**config.mk**
```make
export PLATFORM = sky130hd
export DESIGN_NAME = operand_fetch_flat
export DESIGN_NICKNAME = d
export VERILOG_FILES = /design/src/rtl/operand_fetch_if.sv /design/src/rtl/operand_fetch.sv /design/src/flat_wrapper.sv
export SDC_FILE = /design/constraint.sdc
export NUM_CORES = 1
export LEC_CHECK = 0
export ABC_AREA = 1
export BUFFER_PORTS_ARGS = -buffer_cell sky130_fd_sc_hd__buf_2
export CAP_MARGIN = 20
export CORE_MARGIN = 3
export CORE_UTILIZATION = 43
export CTS_CLUSTER_SIZE = 10
export DETAILED_ROUTE_END_ITERATION = 7
export GPL_ROUTABILITY_DRIVEN = 0
export GPL_TIMING_DRIVEN = 0
export PLACE_DENSITY = 0.79
export SLEW_MARGIN = 15
export SYNTH_ARGS = -nofsm -noshare
export SYNTH_HDL_FRONTEND = slang
export SYNTH_SLANG_ARGS = --single-unit
```
**constraint.sdc**
```tcl
create_clock -name clk -period 1.8 [get_ports clk]
set_clock_uncertainty 0.2 [all_clocks]
set_input_delay 0.18 -clock clk [delete_from_list [all_inputs] [get_ports clk]]
set_output_delay 0.18 -clock clk [all_outputs]
set_load 0.01 [all_outputs]
```
**src/rtl/operand_fetch_if.sv**
```systemverilog
// Operand-fetch bundle: request, operand return, writeback and register-bank
// drive. The slave modport is the fetch unit; master is its environment.
interface operand_fetch_if;
  logic        reqValid;
  logic        reqReady;
  logic [3:0]  rs1;
  logic [3:0]  rs2;
  logic        opValid;
  logic        opReady;
  logic [31:0] op1;
  logic [31:0] op2;
  logic        wbValid;
  logic        wbReady;
  logic [3:0]  wbReg;
  logic [31:0] wbData;
  logic [3:0]  bankRegNum;
  logic        bankWriteEnable;
  logic [31:0] bankDataOut;
  logic [31:0] bankDataIn;

  modport slave (
    input  reqValid, rs1, rs2, opReady, wbValid, wbReg, wbData, bankDataIn,
    output reqReady, opValid, op1, op2, wbReady, bankRegNum, bankWriteEnable, bankDataOut
  );

  modport master (
    output reqValid, rs1, rs2, opReady, wbValid, wbReg, wbData, bankDataIn,
    input  reqReady, opValid, op1, op2, wbReady, bankRegNum, bankWriteEnable, bankDataOut
  );
endinterface

```
**src/rtl/operand_fetch.sv**
```systemverilog
// Two-operand fetch from a single-port register bank, with writeback merged
// into the idle slot (writeback wins over a same-cycle read request).
// Optional macro OPERAND_FETCH_X0_HARDWIRE_EN: register 0 reads as zero and
// writebacks to it are accepted but never reach the bank.
//
// state  | meaning
// IDLE   | accept writeback (priority) or a read request
// READ_A | bank addressed with rs1, op1 captured at the edge
// READ_B | bank addressed with rs2, op2 captured at the edge
// DONE   | operands presented until the consumer takes them
module operand_fetch (
  input logic           clk,
  input logic           reset,
  operand_fetch_if.slave bus
);

  typedef enum logic [1:0] {IDLE, READ_A, READ_B, DONE} state_t;

  state_t      state;
  logic [3:0]  rs1_q;
  logic [3:0]  rs2_q;
  logic [31:0] op1_q;
  logic [31:0] op2_q;
  logic        op_valid_q;
  logic [31:0] rd_data;
  logic        wb_sel;

  // Bank read data as seen by the operand registers.
`ifdef OPERAND_FETCH_X0_HARDWIRE_EN
  assign rd_data = (bus.bankRegNum == 4'd0) ? 32'd0 : bus.bankDataIn;
`else
  assign rd_data = bus.bankDataIn;
`endif

  // Writeback only happens out of reset in IDLE.
  assign wb_sel = !reset && (state == IDLE) && bus.wbValid;

  // Sequencer and operand registers; reset overrides every input.
  always_ff @(posedge clk) begin
    if (reset) begin
      state      <= IDLE;
      rs1_q      <= 4'd0;
      rs2_q      <= 4'd0;
      op1_q      <= 32'd0;
      op2_q      <= 32'd0;
      op_valid_q <= 1'b0;
    end else begin
      case (state)
        IDLE: begin
          if (bus.reqValid && !bus.wbValid) begin
            rs1_q <= bus.rs1;
            rs2_q <= bus.rs2;
            state <= READ_A;
          end
        end
        READ_A: begin
          op1_q <= rd_data;
          state <= READ_B;
        end
        READ_B: begin
          op2_q      <= rd_data;
          op_valid_q <= 1'b1;
          state      <= DONE;
        end
        DONE: begin
          if (bus.opReady) begin
            op_valid_q <= 1'b0;
            state      <= IDLE;
          end
        end
        default: state <= IDLE;
      endcase
    end
  end

  // Handshake readies and bank drive; everything parks at zero in reset.
  always_comb begin
    bus.reqReady        = 1'b0;
    bus.wbReady         = 1'b0;
    bus.bankRegNum      = 4'd0;
    bus.bankWriteEnable = 1'b0;
    bus.bankDataOut     = 32'd0;
    if (!reset) begin
      case (state)
        IDLE: begin
          bus.wbReady  = 1'b1;
          bus.reqReady = !bus.wbValid;
          if (wb_sel) begin
            bus.bankRegNum  = bus.wbReg;
            bus.bankDataOut = bus.wbData;
`ifdef OPERAND_FETCH_X0_HARDWIRE_EN
            bus.bankWriteEnable = (bus.wbReg != 4'd0);
`else
            bus.bankWriteEnable = 1'b1;
`endif
          end
        end
        READ_A:  bus.bankRegNum = rs1_q;
        READ_B:  bus.bankRegNum = rs2_q;
        default: bus.bankRegNum = 4'd0;
      endcase
    end
  end

  assign bus.op1     = op1_q;
  assign bus.op2     = op2_q;
  assign bus.opValid = op_valid_q;

endmodule

```
**src/flat_wrapper.sv**
```systemverilog
// flat-port wrapper written by rule: the top's interface ports become plain ports
module operand_fetch_flat 
  (clk, reset, bus_reqValid, bus_rs1, bus_rs2, bus_opReady, bus_wbValid, bus_wbReg, bus_wbData, bus_bankDataIn, bus_reqReady, bus_opValid, bus_op1, bus_op2, bus_wbReady, bus_bankRegNum, bus_bankWriteEnable, bus_bankDataOut);
  operand_fetch_if bus_i ();
  input logic clk;
  input logic reset;
  input wire logic [$bits(bus_i.reqValid)-1:0] bus_reqValid;
  input wire logic [$bits(bus_i.rs1)-1:0] bus_rs1;
  input wire logic [$bits(bus_i.rs2)-1:0] bus_rs2;
  input wire logic [$bits(bus_i.opReady)-1:0] bus_opReady;
  input wire logic [$bits(bus_i.wbValid)-1:0] bus_wbValid;
  input wire logic [$bits(bus_i.wbReg)-1:0] bus_wbReg;
  input wire logic [$bits(bus_i.wbData)-1:0] bus_wbData;
  input wire logic [$bits(bus_i.bankDataIn)-1:0] bus_bankDataIn;
  output wire logic [$bits(bus_i.reqReady)-1:0] bus_reqReady;
  output wire logic [$bits(bus_i.opValid)-1:0] bus_opValid;
  output wire logic [$bits(bus_i.op1)-1:0] bus_op1;
  output wire logic [$bits(bus_i.op2)-1:0] bus_op2;
  output wire logic [$bits(bus_i.wbReady)-1:0] bus_wbReady;
  output wire logic [$bits(bus_i.bankRegNum)-1:0] bus_bankRegNum;
  output wire logic [$bits(bus_i.bankWriteEnable)-1:0] bus_bankWriteEnable;
  output wire logic [$bits(bus_i.bankDataOut)-1:0] bus_bankDataOut;
  assign bus_i.reqValid = bus_reqValid;
  assign bus_i.rs1 = bus_rs1;
  assign bus_i.rs2 = bus_rs2;
  assign bus_i.opReady = bus_opReady;
  assign bus_i.wbValid = bus_wbValid;
  assign bus_i.wbReg = bus_wbReg;
  assign bus_i.wbData = bus_wbData;
  assign bus_i.bankDataIn = bus_bankDataIn;
  assign bus_reqReady = bus_i.reqReady;
  assign bus_opValid = bus_i.opValid;
  assign bus_op1 = bus_i.op1;
  assign bus_op2 = bus_i.op2;
  assign bus_wbReady = bus_i.wbReady;
  assign bus_bankRegNum = bus_i.bankRegNum;
  assign bus_bankWriteEnable = bus_i.bankWriteEnable;
  assign bus_bankDataOut = bus_i.bankDataOut;
  operand_fetch u_core (.clk(clk), .reset(reset), .bus(bus_i));
endmodule
```
Word-level counts from Yosys, hierarchy flattened
Cells that the tools add are included.
{"block": "word_totals", "latchBits": 0, "reg_bits": 75, "mem_bits_rw": 0, "output_inout_bits": 104, "rom_bits": 0, "n_memories": 0, "in_bits": 81, "word_cells": 39}
{"block": "classes", "eq_ne": 5, "bitwise_logic": 0, "n_mux": 18, "reduce_logical": 10, "div_mod_pow": 0, "n_shift": 0, "magnitude_cmp": 0, "mul": 0, "addsub": 0}
{"operator": "$mux W32", "n": 3}
{"operator": "$pmux W4 S3", "n": 1}
{"operator": "$mux W1", "n": 8}
{"operator": "$mux W4", "n": 2}
{"operator": "$pmux W2 S4", "n": 1}
{"operator": "$reduce_and A2 Y1", "n": 3}
{"operator": "$eq A2 B2 Y1 const B", "n": 2}
{"operator": "$mux W2", "n": 2}
{"operator": "$ne A2 B2 Y1 const B", "n": 2}
{"operator": "$logic_and A1 B1 Y1", "n": 3}
{"operator": "$eq A2 B1 Y1 const B", "n": 1}
{"operator": "$logic_not A1 Y1", "n": 2}
{"operator": "$logic_not A2 Y1", "n": 1}
{"operator": "$pmux W1 S2", "n": 1}
{"operator": "$reduce_bool A2 Y1", "n": 1}

Depth between registers and ports, before layout
{"block": "depth", "ltp_word": 6, "ltp_mapped": 7, "ltp_nobuf": 6}

Worst setup path after synthesis
OpenSTA, ideal clock, no wires.
{"block": "synth_timing", "path_kind": "reg2out", "from": "register u_core.state[0]", "to": "output port bus_bankDataOut[22]", "t_arrival_ns": 1.257, "required_ns": 1.420, "n_path_buf": 1, "setup_slack_ns": 0.163, "stages_incl_launch_ff": 8, "path_cell_list": "dfxtp_1 > inv_1 > ha_1 > inv_1 > nor2_8 > nand2_1 > buf_6 > nor2_1"}
{"block": "synth_between", "elab_chain_len": 6}
{"item": "start: declaration", "line_no": "operand_fetch.sv:19", "text": "state_t state;"}
{"item": "start signal: assignment", "line_no": "operand_fetch.sv:41", "text": "state <= IDLE;"}
{"item": "start signal: assignment", "line_no": "operand_fetch.sv:53", "text": "state <= READ_A;"}
{"item": "start signal: assignment", "line_no": "operand_fetch.sv:58", "text": "state <= READ_B;"}
{"item": "$logic_not A2 Y1 (*)", "line_no": "operand_fetch.sv:36, operand_fetch.sv:84"}
{"item": "$logic_and A1 B1 Y1 (2 in series)", "line_no": "operand_fetch.sv:36", "text": "assign wb_sel = !reset && (state == IDLE) && bus.wbValid;"}
{"item": "$mux W32", "line_no": "operand_fetch.sv:88", "text": "if (wb_sel) begin"}
{"item": "$mux W32 (*)", "line_no": "operand_fetch.sv:84", "text": "case (state)"}
{"item": "$mux W32 (*)", "line_no": "operand_fetch.sv:83", "text": "if (!reset) begin"}
{"item": "end: declaration", "line_no": "flat_wrapper.sv:22", "text": "output wire logic [$bits(bus_i.bankDataOut)-1:0] bus_bankDataOut;"}
Every way passes the cells marked *; elsewhere a longest branch is shown, timed or not.

Worst setup path in the final report
{"block": "layout_timing", "from": "register u_core.state[0]", "to": "output port bus_bankDataOut[27]"}
Same word-level chain as after synthesis.

==> results.txt <==
----------------------------------------------------
[Outcome]
  Run status ... complete, but fails checks
  Violated checks ... negative setup slack

[Final layout]
  Ant. Diodes ... 0
  Most common cell after layout, fill and taps aside ... sky130_fd_sc_hd__buf_2
  Post-route non-filler standard cell count ... 786
  Post-synthesis to final-layout area growth ... 69.4%
  Commonest cells after routing, fill and taps aside ... sky130_fd_sc_hd__buf_2 (174), sky130_fd_sc_hd__nor2_1 (137), sky130_fd_sc_hd__dfxtp_1 (73)
  Share of post-route cells with drive strength above 1 ... 0.383
  Final Core Density ... 0.761
  Number of nets in the final layout ... 771

[GRT]
  Via count of the first global-routing pass ... ~3,800
  All-layer global routing usage ... 0.271
  Maximum number of pins on one net before global-route repair ... 14
  First-pass GRT wire length ... 18,100 microns
  Remaining Overflow, GRT ... 0
  Initial antenna violation count ... 0

[Synth]
  Sequential-to-total area share from yosys stat ... 0.484
  Cell area after synthesis ... between 3000 and 4000 sq um
  Unique masters post-synth ... 17
  Number of instances in the synthesized netlist ... 440
  Number of flip-flops and latches in the synthesized netlist ... 75
  Synthesized netlist net count ... 525
  Yosys warning total ... 0
  Average size of a mapped cell ... roughly 7.0 sq um

[Floorplanning]
  Initial Utilization ... 0.449
  Placement Rows ... 30
  CORE AREA ... 6910 sq um
  Die span in y ... slightly above 90 microns
  Die span in x ... 90.9 microns
  Overall die area ... 8270 sq um
  I/O Pins ... 185

[Pwr]
  Power per standard cell area ... 1420 nW/um^2
  Worst ir drop on vdd ... about 0.001 V
  Leakage ... 2.76 nW
  Overall power of the completed layout ... approximately 7.5 mW

[Worst setup path]
  Kind of capture point of the worst setup path ... primary output
  Cell count of the worst reg-to-reg path ... 6
  Worst path bufs/invs ... 4
  Reg-to-reg critical path endpoint ... u_core.bus.op2[21]$_SDFFE_PP0N_
  Worst setup SP type ... flip-flop
  Slowest cell on the critical path ... sky130_fd_sc_hd__dfxtp_2
  Req. time, crit path ... roughly 1400 ps
  Internal reg-to-reg setup slack ... 110 ps
  Peak fanout along the critical path ... 8
  Crit Path Category ... flip-flop to primary output
  CP top delay family ... buffers and inverters
  Worst Path Arrival ... 1590 ps
  Critical path cell sequence ... inv_2 > ha_4 > inv_4 > nor2_8 > nand2_8 > buf_6 > nor2_1 > buf_2
  Reg-to-reg critical path startpoint ... u_core.state[0]$_SDFFE_PP0P_
  Max incr delay on CP ... around 340 ps
  WP depth ... 8

[STA]
  Relative max-transition margin ... 0.706
  Worst path setup slack after routing ... -170 ps
  Worst hold slack across all endpoints ... 187 ps
  Crit share post-route ... 1.09
  Final Max Tran Viols ... 0
  Maximum achievable frequency ... slightly above 500 MHz
  Number of failing hold endpoints at the final stage ... 0
  Number of setup violations in the final report ... 38
  Actual transition at the worst max-transition pin ... ~440 ps
  Crit path time final ... approximately 2000 ps
  RSZ-0062 raised after global routing ... yes

[Routing]
  Remaining number of nets flagged by the antenna check after routing ... 0
  DRT Wirelength ... 12,300 microns
  Avg WL per Cell ... 15.7 microns
  Average via count per standard cell ... 4.94
  Drt first pass iters ... 7
  Violation count after the first detailed-routing iteration ... ~190
  Remaining routing DRC violations ... 0
  Number of vias after detailed routing ... between 3,000 and 4,000

[Worst hold path]
  Worst Hold Path EP ... u_core.bus.op2[7]$_SDFFE_PP0N_
  Worst hold-check path type ... primary input to flip-flop
  Start point of the worst hold path ... reset
  Cell count of the worst hold path ... 5

[Clock tree]
  Clock transition at path regs ... 90 ps
  Clock tree from TritonCTS ... done
  H-Tree Depth ... 3
  CTS Buf Count ... 9
  Root Buffer Master ... sky130_fd_sc_hd__clkbuf_8
  Clock Latency Late Sink ... 340 ps
  Sinks on Clock Net ... 75
  Number of buffers between clock root and the deepest sink ... 2

[Placed design]
  HPWL after detailed placement ... 7610 microns
  Cell count after placement ... 719
  Port Buffer Count ... roughly 180

[Run]
  Max_cap viols ... 0

----------------------------------------------------
## synthesized netlist by cell type, drive strengths merged
| library cell | instances | share of area |
|---|---|---|
| nor2 | 164 | 0.20 |
| dfxtp | 75 | 0.48 |
| o21ai | 65 | 0.10 |
| inv | 47 | 0.057 |
| nand2 | 27 | 0.033 |
| a21oi | 15 | 0.024 |
| buf | 15 | 0.030 |
| clkbuf | 12 | 0.018 |
| nand4 | 8 | 0.016 |
| nand3 | 7 | 0.011 |
| ha | 4 | 0.016 |
| nor3 | 1 | 0.0016 |
## worst max-delay path by stage
stage	startpoint	endpoint	slack (ps)
final	u_core.state[0]$_SDFFE_PP0P_	bus_bankDataOut[27]	-170
after global routing	u_core.state[0]$_SDFFE_PP0P_	bus_bankDataOut[27]	-260
after CTS	u_core.state[1]$_SDFFE_PP0P_	bus_bankDataOut[6]	-140
after detailed placement	u_core.state[0]$_SDFFE_PP0P_	bus_bankDataOut[4]	-60
after global placement	u_core.state[0]$_SDFFE_PP0P_	bus_bankDataOut[28]	-30
after floorplan	u_core.state[0]$_SDFFE_PP0P_	bus_bankDataOut[22]	160
## where the power goes
group	leakage (nW)	internal, mW	total [mW]	switching (mW)
Clock	0.120	0.918	1.56	0.645
Combinational	2.03	1.35	3.37	2.02
Sequential	0.616	2.24	2.52	0.281
## tightest hold or removal path, stage by stage
cell and delay (ps):
sky130_fd_sc_hd__buf_2 90, sky130_fd_sc_hd__inv_1 100, sky130_fd_sc_hd__buf_2 200, sky130_fd_sc_hd__o21ai_0 90
sky130_fd_sc_hd__nor2_1 40
## per-layer routing
layer,vias up,routed length (microns),part of all wire,track usage
met5,-,0,0,0
met4,0,368,0.030,0.101
met3,40,997,0.081,0.0795
met2,187,6500,0.53,0.513
met1,1796,4450,0.36,0.280
li1,1861,-,-,-
## timing repair
item                                    in CTS  in global routing
cloned                                       3                  0
gates resized for setup                     24                 76
hold buffers                                43                  0
hold endpoints to repair                    73                  0
endpoints found under the setup margin      39                 39
buffers inserted                             5                  1
pin swaps                                    3                  3
## kinds of logic after synthesis
kind of cell	after synthesis	synth area share
DFF	75	0.484
adders and majority gates	4	0.0161
AOI/OAI and AO/OA	80	0.129
and+or+nand+nor	207	0.265
buffers and inverters	74	0.105
## metrics by stage
stage	setup WS [ps]	TNS [ps]	cell area [sq um]
after floorplan	163	0	3100
after global placement	-27.0	-339	4140
after detailed placement	-61.2	-1400	4140
after CTS	-142	-4260	4920
after global routing	-256	-7320	5260
final	-170	-4190	5260
## cell type report
class	instances	area (sq um)
Inverter	47	179
Multi-Input combinational cell	291	1490
Fill cell	498	1650
Sequential cell	75	1500
Clock buffer	9	124
Clock inverter	6	113
Tap cell	96	120
Buffer	27	175
Timing Repair Buffer	235	1560
## sequential cells by signal, indices dropped and copies added, names as in the netlist
register            flops
u_core.bus.opValid      1
u_core.rs2_q            4
u_core.bus.op2         32
u_core.rs1_q            4
u_core.state            2
u_core.bus.op1         32
(Power assumes the default switching activity.)
